$ cat src/rtl/tx_pri_queue_status_pkg.sv
`default_nettype none
// ============================================================================
//  Module      : tx_pri_queue_status_pkg
//  Description : Shared defaults and FSM encoding for the TX priority queue
//                status block.
//  Revision    : 1.0 - initial release
// ============================================================================
package tx_pri_queue_status_pkg;

  localparam int PORT_FIFO_PRI_NUM_DEF = 8;
  localparam int CNT_W_DEF             = 8;

  typedef enum logic [0:0] {
    ST_IDLE    = 1'b0,
    ST_SENDING = 1'b1
  } state_t;

endpackage
`default_nettype wire

$ cat src/rtl/tx_pri_queue_status_if.sv
`default_nettype none
// ============================================================================
//  Module      : tx_pri_queue_status_if
//  Description : Enqueue / scheduler handshake bundle for the TX queue status.
//  Revision    : 1.0 - initial release
// ============================================================================
interface tx_pri_queue_status_if
  import tx_pri_queue_status_pkg::*;
#(
  parameter int PORT_FIFO_PRI_NUM = PORT_FIFO_PRI_NUM_DEF,
  parameter int PRI_W             = $clog2(PORT_FIFO_PRI_NUM)
);

  logic                         i_enq_vld;
  logic [PRI_W-1:0]             i_enq_pri;
  logic [PORT_FIFO_PRI_NUM-1:0] i_fifo_pri_rd_en;
  logic                         i_tx_frame_done;
  logic [PORT_FIFO_PRI_NUM-1:0] o_tx_mac_forward_info;
  logic                         o_tx_mac_forward_info_vld;

  // master: fabric/scheduler/MAC side, slave: the status block
  modport master (
    output i_enq_vld, i_enq_pri, i_fifo_pri_rd_en, i_tx_frame_done,
    input  o_tx_mac_forward_info, o_tx_mac_forward_info_vld
  );

  modport slave (
    input  i_enq_vld, i_enq_pri, i_fifo_pri_rd_en, i_tx_frame_done,
    output o_tx_mac_forward_info, o_tx_mac_forward_info_vld
  );

endinterface
`default_nettype wire

$ cat src/rtl/tx_pri_queue_status_frame_cnt.sv
`default_nettype none
// ============================================================================
//  Module      : tx_pri_frame_cnt
//  Description : Saturating up/down frame counter for one priority FIFO.
//  Revision    : 1.0 - initial release
// ============================================================================
module tx_pri_frame_cnt
  import tx_pri_queue_status_pkg::*;
#(
  parameter int CNT_W = CNT_W_DEF
) (
  input  wire logic             i_clk,
  input  wire logic             i_rst,
  input  wire logic             i_inc,
  input  wire logic             i_dec,
  output logic [CNT_W-1:0]      o_cnt,
  output logic [CNT_W-1:0]      o_cnt_nxt,
  output logic                  o_overflow,
  output logic                  o_underflow
);

  localparam logic [CNT_W-1:0] c_max = {CNT_W{1'b1}};

  logic [CNT_W-1:0] r_cnt;
  logic [CNT_W-1:0] w_cnt_nxt;
  logic             w_overflow;
  logic             w_underflow;

  // inc and dec together net to zero, so neither can over/underflow
  assign w_overflow  = i_inc && !i_dec && (r_cnt == c_max);
  assign w_underflow = i_dec && !i_inc && (r_cnt == '0);

  always_comb begin
    w_cnt_nxt = r_cnt;
    if (i_inc && !i_dec && !w_overflow) begin
      w_cnt_nxt = r_cnt + 1'b1;
    end else if (i_dec && !i_inc && !w_underflow) begin
      w_cnt_nxt = r_cnt - 1'b1;
    end
  end

  always_ff @(posedge i_clk or posedge i_rst) begin
    if (i_rst) begin
      r_cnt <= '0;
    end else begin
      r_cnt <= w_cnt_nxt;
    end
  end

  assign o_cnt       = r_cnt;
  assign o_cnt_nxt   = w_cnt_nxt;
  assign o_overflow  = w_overflow;
  assign o_underflow = w_underflow;

endmodule
`default_nettype wire

$ cat src/rtl/tx_pri_queue_status.sv
`default_nettype none
// ============================================================================
//  Module      : tx_pri_queue_status
//  Description : Per-priority frame occupancy, empty-vector strobe generation
//                and read-grant checking for the TX QoS scheduler.
//  Revision    : 1.0 - initial release
// ============================================================================
module tx_pri_queue_status
  import tx_pri_queue_status_pkg::*;
#(
  parameter int PORT_FIFO_PRI_NUM = PORT_FIFO_PRI_NUM_DEF,
  parameter int PRI_W             = $clog2(PORT_FIFO_PRI_NUM),
  parameter int CNT_W             = CNT_W_DEF
) (
  input  wire logic                           i_clk,
  input  wire logic                           i_rst,
  tx_pri_queue_status_if.slave                bus,
  input  wire logic                           i_err_clr,
  output logic                                o_tx_busy,
  output logic [PORT_FIFO_PRI_NUM*CNT_W-1:0]  o_pri_cnt,
  output logic                                o_err_overflow,
  output logic                                o_err_underflow,
  output logic                                o_err_grant
);

  state_t r_state;
  state_t w_state_nxt;

  logic [CNT_W-1:0]             w_cnt     [PORT_FIFO_PRI_NUM];
  logic [CNT_W-1:0]             w_cnt_nxt [PORT_FIFO_PRI_NUM];
  logic [PORT_FIFO_PRI_NUM-1:0] w_inc;
  logic [PORT_FIFO_PRI_NUM-1:0] w_dec;
  logic [PORT_FIFO_PRI_NUM-1:0] w_cnt_ovf;
  logic [PORT_FIFO_PRI_NUM-1:0] w_cnt_unf;
  logic [PORT_FIFO_PRI_NUM-1:0] w_empty_cur;
  logic [PORT_FIFO_PRI_NUM-1:0] w_empty_nxt;
  logic [PORT_FIFO_PRI_NUM-1:0] w_rd_en;

  logic w_any_grant;
  logic w_sel_nonzero;
  logic w_err_grant_set;
  logic w_err_unf_set;
  logic w_err_ovf_set;

  logic [PORT_FIFO_PRI_NUM-1:0] r_info;
  logic                         r_info_vld;
  logic                         r_boot;
  logic                         r_err_overflow;
  logic                         r_err_underflow;
  logic                         r_err_grant;

  assign w_rd_en = bus.i_fifo_pri_rd_en;

  generate
    for (genvar p = 0; p < PORT_FIFO_PRI_NUM; p++) begin : g_pri
      assign w_inc[p] = bus.i_enq_vld && (bus.i_enq_pri == PRI_W'(p));

      tx_pri_frame_cnt #(
        .CNT_W (CNT_W)
      ) u_cnt (
        .i_clk       (i_clk),
        .i_rst       (i_rst),
        .i_inc       (w_inc[p]),
        .i_dec       (w_dec[p]),
        .o_cnt       (w_cnt[p]),
        .o_cnt_nxt   (w_cnt_nxt[p]),
        .o_overflow  (w_cnt_ovf[p]),
        .o_underflow (w_cnt_unf[p])
      );

      assign w_empty_cur[p]              = (w_cnt[p] == '0);
      assign w_empty_nxt[p]              = (w_cnt_nxt[p] == '0);
      assign o_pri_cnt[p*CNT_W +: CNT_W] = w_cnt[p];
    end
  endgenerate

  assign w_any_grant   = |w_rd_en;
  assign w_sel_nonzero = |(w_rd_en & ~w_empty_cur);
  assign w_err_ovf_set = |w_cnt_ovf;

  always_comb begin
    w_state_nxt     = r_state;
    w_dec           = '0;
    w_err_grant_set = 1'b0;
    w_err_unf_set   = |w_cnt_unf;
    case (r_state)
      ST_IDLE: begin
        if (w_any_grant) begin
          if (!$onehot(w_rd_en)) begin
            w_err_grant_set = 1'b1;
          end else if (!w_sel_nonzero) begin
            w_err_unf_set = 1'b1;
          end else begin
            w_dec       = w_rd_en;
            w_state_nxt = ST_SENDING;
          end
        end
      end
      ST_SENDING: begin
        if (w_any_grant) begin
          w_err_grant_set = 1'b1;
        end
        if (bus.i_tx_frame_done) begin
          w_state_nxt = ST_IDLE;
        end
      end
      default: w_state_nxt = ST_IDLE;
    endcase
  end

  always_ff @(posedge i_clk or posedge i_rst) begin
    if (i_rst) begin
      r_state <= ST_IDLE;
    end else begin
      r_state <= w_state_nxt;
    end
  end

  // The published empty vector only moves while the scheduler may act on it;
  // changes made during SENDING are released together with the return strobe.
  always_ff @(posedge i_clk or posedge i_rst) begin
    if (i_rst) begin
      r_info     <= '1;
      r_info_vld <= 1'b0;
      r_boot     <= 1'b1;
    end else begin
      r_boot     <= 1'b0;
      r_info_vld <= (w_state_nxt == ST_IDLE) &&
                    (r_boot || (w_empty_nxt != r_info) || (r_state == ST_SENDING));
      if (w_state_nxt == ST_IDLE) begin
        r_info <= w_empty_nxt;
      end
    end
  end

  // a fresh error event wins over a coincident clear
  always_ff @(posedge i_clk or posedge i_rst) begin
    if (i_rst) begin
      r_err_overflow  <= 1'b0;
      r_err_underflow <= 1'b0;
      r_err_grant     <= 1'b0;
    end else begin
      r_err_overflow  <= w_err_ovf_set   || (r_err_overflow  && !i_err_clr);
      r_err_underflow <= w_err_unf_set   || (r_err_underflow && !i_err_clr);
      r_err_grant     <= w_err_grant_set || (r_err_grant     && !i_err_clr);
    end
  end

  assign bus.o_tx_mac_forward_info     = r_info;
  assign bus.o_tx_mac_forward_info_vld = r_info_vld;
  assign o_tx_busy                     = (r_state == ST_SENDING);
  assign o_err_overflow                = r_err_overflow;
  assign o_err_underflow               = r_err_underflow;
  assign o_err_grant                   = r_err_grant;

endmodule
`default_nettype wire
$ cat src/flat_wrapper.sv
// flat-port wrapper written by rule: the top's interface ports become plain ports
module tx_pri_queue_status_flat import tx_pri_queue_status_pkg::*;
#(
  parameter int PORT_FIFO_PRI_NUM = PORT_FIFO_PRI_NUM_DEF,
  parameter int PRI_W             = $clog2(PORT_FIFO_PRI_NUM),
  parameter int CNT_W             = CNT_W_DEF
)
  (i_clk, i_rst, i_err_clr, o_tx_busy, o_pri_cnt, o_err_overflow, o_err_underflow, o_err_grant, bus_i_enq_vld, bus_i_enq_pri, bus_i_fifo_pri_rd_en, bus_i_tx_frame_done, bus_o_tx_mac_forward_info, bus_o_tx_mac_forward_info_vld);
  tx_pri_queue_status_if #(.PORT_FIFO_PRI_NUM(PORT_FIFO_PRI_NUM), .PRI_W(PRI_W)) bus_i ();
  input  wire logic i_clk;
  input  wire logic i_rst;
  input  wire logic i_err_clr;
  output logic o_tx_busy;
  output logic [PORT_FIFO_PRI_NUM*CNT_W-1:0] o_pri_cnt;
  output logic o_err_overflow;
  output logic o_err_underflow;
  output logic o_err_grant;
  input wire logic [$bits(bus_i.i_enq_vld)-1:0] bus_i_enq_vld;
  input wire logic [$bits(bus_i.i_enq_pri)-1:0] bus_i_enq_pri;
  input wire logic [$bits(bus_i.i_fifo_pri_rd_en)-1:0] bus_i_fifo_pri_rd_en;
  input wire logic [$bits(bus_i.i_tx_frame_done)-1:0] bus_i_tx_frame_done;
  output wire logic [$bits(bus_i.o_tx_mac_forward_info)-1:0] bus_o_tx_mac_forward_info;
  output wire logic [$bits(bus_i.o_tx_mac_forward_info_vld)-1:0] bus_o_tx_mac_forward_info_vld;
  assign bus_i.i_enq_vld = bus_i_enq_vld;
  assign bus_i.i_enq_pri = bus_i_enq_pri;
  assign bus_i.i_fifo_pri_rd_en = bus_i_fifo_pri_rd_en;
  assign bus_i.i_tx_frame_done = bus_i_tx_frame_done;
  assign bus_o_tx_mac_forward_info = bus_i.o_tx_mac_forward_info;
  assign bus_o_tx_mac_forward_info_vld = bus_i.o_tx_mac_forward_info_vld;
  tx_pri_queue_status #(.PORT_FIFO_PRI_NUM(PORT_FIFO_PRI_NUM), .PRI_W(PRI_W), .CNT_W(CNT_W)) u_core (.i_clk(i_clk), .i_rst(i_rst), .bus(bus_i), .i_err_clr(i_err_clr), .o_tx_busy(o_tx_busy), .o_pri_cnt(o_pri_cnt), .o_err_overflow(o_err_overflow), .o_err_underflow(o_err_underflow), .o_err_grant(o_err_grant));
endmodule
$ cat config.mk
export PLATFORM = sky130hd
export DESIGN_NAME = tx_pri_queue_status_flat
export DESIGN_NICKNAME = d
export VERILOG_FILES = /design/src/rtl/tx_pri_queue_status_pkg.sv /design/src/rtl/tx_pri_queue_status_if.sv /design/src/rtl/tx_pri_queue_status_frame_cnt.sv /design/src/rtl/tx_pri_queue_status.sv /design/src/flat_wrapper.sv
export SDC_FILE = /design/constraint.sdc
export NUM_CORES = 1
export LEC_CHECK = 0
export BUFFER_PORTS_ARGS = -buffer_cell sky130_fd_sc_hd__buf_4
export CAP_MARGIN = 10
export CORE_MARGIN = 2
export CORE_UTILIZATION = 25
export CTS_CLUSTER_SIZE = 20
export DETAILED_ROUTE_END_ITERATION = 7
export SYNTH_ARGS = -nofsm -noshare
export SYNTH_HDL_FRONTEND = slang
export SYNTH_HIERARCHICAL = 1
export SYNTH_SLANG_ARGS = --single-unit
$ cat constraint.sdc
create_clock -name i_clk -period 4.1 [get_ports i_clk]
set_input_delay 0.205 -clock i_clk [delete_from_list [all_inputs] [get_ports i_clk]]
set_output_delay 0.205 -clock i_clk [all_outputs]
set_load 0.01 [all_outputs]
==> reports/summary.txt <==
boundary pin count: 93
layout cells sized above 1: 51.2%
vias per cell: 5.06
Fin. Hold Viols: 0
PnR worst setup slack: -1270 ps
Clock transition at path regs: 60 ps
worst vdd ir: 0.300 mV
final wirelength: 22.9 mm
die width: 166 µm
DR DRC count: 0
H-Tree Depth: 3
layout filler cell count: 2,495
critical path data required time: 4360 ps
Leak: 4.40 nW
CTS tree: yes
per-cell routed wire length: 17.0 µm
Placed Area: 0.00864 mm²
synthesis-stage register bit count: 78
Hold Path Class: in -> reg
switching share of power: 45.6%
Syn Inst Count: 750
n_diodes: 0
nets@finish: 1,059
maximum clock path buffer count: 2
Netlist cell types: 55
Critical Path Source Type: input pin
critical path class: in -> reg
die area: 0.0275 mm²
max cap viols: 0
CP Capture Type: flip-flop
hold path depth: 2
Max Slew Vio Count: 0
Yosys warnings: 6
Syn-to-layout area delta: 56.8%
Least-Margin Pin Slew: 1390 ps
register area share after synthesis: 30.0%
initial drt markers: 507
cells on worst reg2reg path: 18
DPL Wire Length: 16.8 mm
largest net degree at the start of global routing: 18
port bufs: 92
Synthesized Nets: 798
CP arrival: 5630 ps
EDFF count, synth: 0
fin util: 39.7%
period utilization: 131%
global-route wire length before repair: 35.0 mm
Final Critical Period: 5370 ps
final setup vio count: 57
clock share of power: 12.8%
die height: 166 µm
clk_skew: 10.2 ps
vias in the first global route: 6,684
Cell Int Power: 0.00375 W
worst r2r dst: u_core/bus.o_tx_mac_forward_info_vld
Syn Area/Cell: 8.74 µm²
Reg-to-Reg Start: u_core/g_pri[4].u_cnt/o_cnt[5]
Slew HR: 7.39%
GP Congestion: 0.909
P_sw: 0.00314 W
Setup WS pre-CTS: -1700 ps
PnR Total Power: 0.00689 W
# rows: 59
worst reg-to-reg setup slack: -90 ps
maximum clock frequency: 186 MHz
worst hold start: i_err_clr
total gr overflow: 0
Reg power frac: 19.3%
ys flop type: dfrtp_1
initial antenna violation count: 0
total CTS buffers: 9
Initial Util: 25.3%
pwr dens: 671 mW/mm²
critical-path maximum fanout: 4
vias after detailed routing: 6,834
Comb pwr share: 67.8%
failing checks: negative setup slack
Post-Syn Area: 0.00655 mm²
status: complete, but fails checks
final cell count without fillers: 1,351
All-Layer GR Usage: 15.6%
unrepaired setup endpoints after global routing: yes
Synth async-reset ratio: 100%
DP Cell Count: 1,298
clock latency on the worst-skew pair: 350 ps
Min-Delay Endpoint: u_core/o_err_grant
DRT antenna net count: 0
clock sink total: 78
design area: 0.0103 mm²
Core ar.: 0.0259 mm²
root buf cell: clkbuf_16
drt pass-1 iters: 5
[stage by stage]
stage          TNS (ps)  hold WS, ps
5_1_grt          -29200         88.0
4_1_cts          -16190         79.4
3_5_place_dp     -42370          275
2_1_floorplan    -14870         20.7
6_report         -21670         98.1
3_3_place_gp     -40510          265
[flip-flops by register name (all words and copies together), names as in the netlist]
register,flops
u_core/bus.o_tx_mac_forward_info,8
u_core/bus.o_tx_mac_forward_info_vld,1
u_core/o_err_overflow,1
u_core/o_tx_busy,1
u_core/o_err_grant,1
u_core/g_pri.u_cnt/o_cnt,64
u_core/o_err_underflow,1
u_core/r_boot,1
[cells by family after synthesis]
group,after synthesis,share of synthesized area (%)
xor gates and xnor gates,45,6.02
buffers and inverters,85,6.61
AOI/OAI and AO/OA,193,23.2
muxes,1,0.153
DFF,78,30.0
and+or+nand+nor,315,27.4
adders and majority gates,32,6.57
other,1,0.0572
[synth_stat cells, types with 9 or more instances]
master    instances  area, µm²
nor3_1           21        105
xor2_1           24        210
buf_4             9       67.6
buf_6             9        101
a21o_1           18        135
dfrtp_1          69       1730
buf_2            10       50.1
xnor2_1          21        184
inv_1            55        206
o21ai_0          25        125
nand2b_1         21        131
ha_1             28        350
nor3b_1          24        180
a211oi_2          9        113
nor2b_1           9       56.3
a21oi_1          47        235
nand3b_1          9       67.6
dfstp_2           9        236
nand3_1          51        255
nand2_1          43        161
nor2_1           54        203
nor4_1           40        250
[worst max-delay path, stage by stage]
cell and delay, ps:
buf_8 80, inv_4 30, fa_1 540, fa_1 430, fa_1 430, inv_1 70, ha_2 180, inv_2 40
fa_2 510, nand3b_1 90, or3_4 400, a21oi_4 180, buf_4 140, buf_6 80, buf_6 90, and2_4 140
or4b_4 490, a211oi_2 210, buf_4 160, o2bb2ai_4 110, xor2_2 90, nor4_2 230, nand2_2 160, xnor2_1 150
and4_1 210, a211oi_2 180
[worst max path at each step]
stage                            startpoint                                   end  cells after the start
global route        bus_i_fifo_pri_rd_en[3]  u_core/bus.o_tx_mac_forward_info_vld                     27
CTS                 bus_i_fifo_pri_rd_en[3]  u_core/bus.o_tx_mac_forward_info_vld                     22
global placement    bus_i_fifo_pri_rd_en[0]  u_core/bus.o_tx_mac_forward_info_vld                     24
detailed placement  bus_i_fifo_pri_rd_en[0]  u_core/bus.o_tx_mac_forward_info_vld                     24
finish              bus_i_fifo_pri_rd_en[3]  u_core/bus.o_tx_mac_forward_info_vld                     26
floorplan           bus_i_fifo_pri_rd_en[0]  u_core/bus.o_tx_mac_forward_info_vld                     23
[area by class of cell]
cell class                      count  area [µm²]  area share, %
Clock buffer                       11         243           2.36
Inverter                           55         224           2.18
Timing Repair Buffer              280        2210           21.5
Tap cell                          335         419           4.08
Sequential cell                    78        1960           19.1
Clock inverter                      5        82.6          0.804
Multi-Input combinational cell    587        5140           50.0
[routing by layer]
layer / up-vias / routed length (µm) / track usage, %
met1: 3358 / 9900 / 19.9
li1: 3256 / - / -
met3: 39 / 1060 / 3.19
met5: - / 0 / 0
met4: 0 / 754 / 7.37
met2: 181 / 11200 / 25.4
[layout by cell type, fill, tap and decap left out, types with 19 or more instances in the layout]
master and instances:
buf_4 253, dfrtp_1 69, inv_1 51, nand3_1 49, nand2_1 42, nor2_1 30, nor4_1 27, ha_1 27
buf_6 25, a21oi_1 24, nor3_1 19
[timing repair]
action | 4_1_cts | 5_1_grt
buffers inserted | 20 | 25
hold buffers | 1 | 0
resized for setup | 109 | 130
pin swaps | 66 | 61
hold endpoints to repair | 64 | 0
endpoints found under the setup margin | 58 | 73
[power groups by stage]
stage	clock network (W)	registers, W	logic [W]
floorplan	0	0.00169	0.00183
finish	0.000885	0.00133	0.00468
global route	0.000932	0.00138	0.00505
detailed placement	0	0.00134	0.00389
global placement	0	0.00134	0.00387
CTS	0.000900	0.00133	0.00422
No activity file was read; power rests on OpenSTA's default activity.
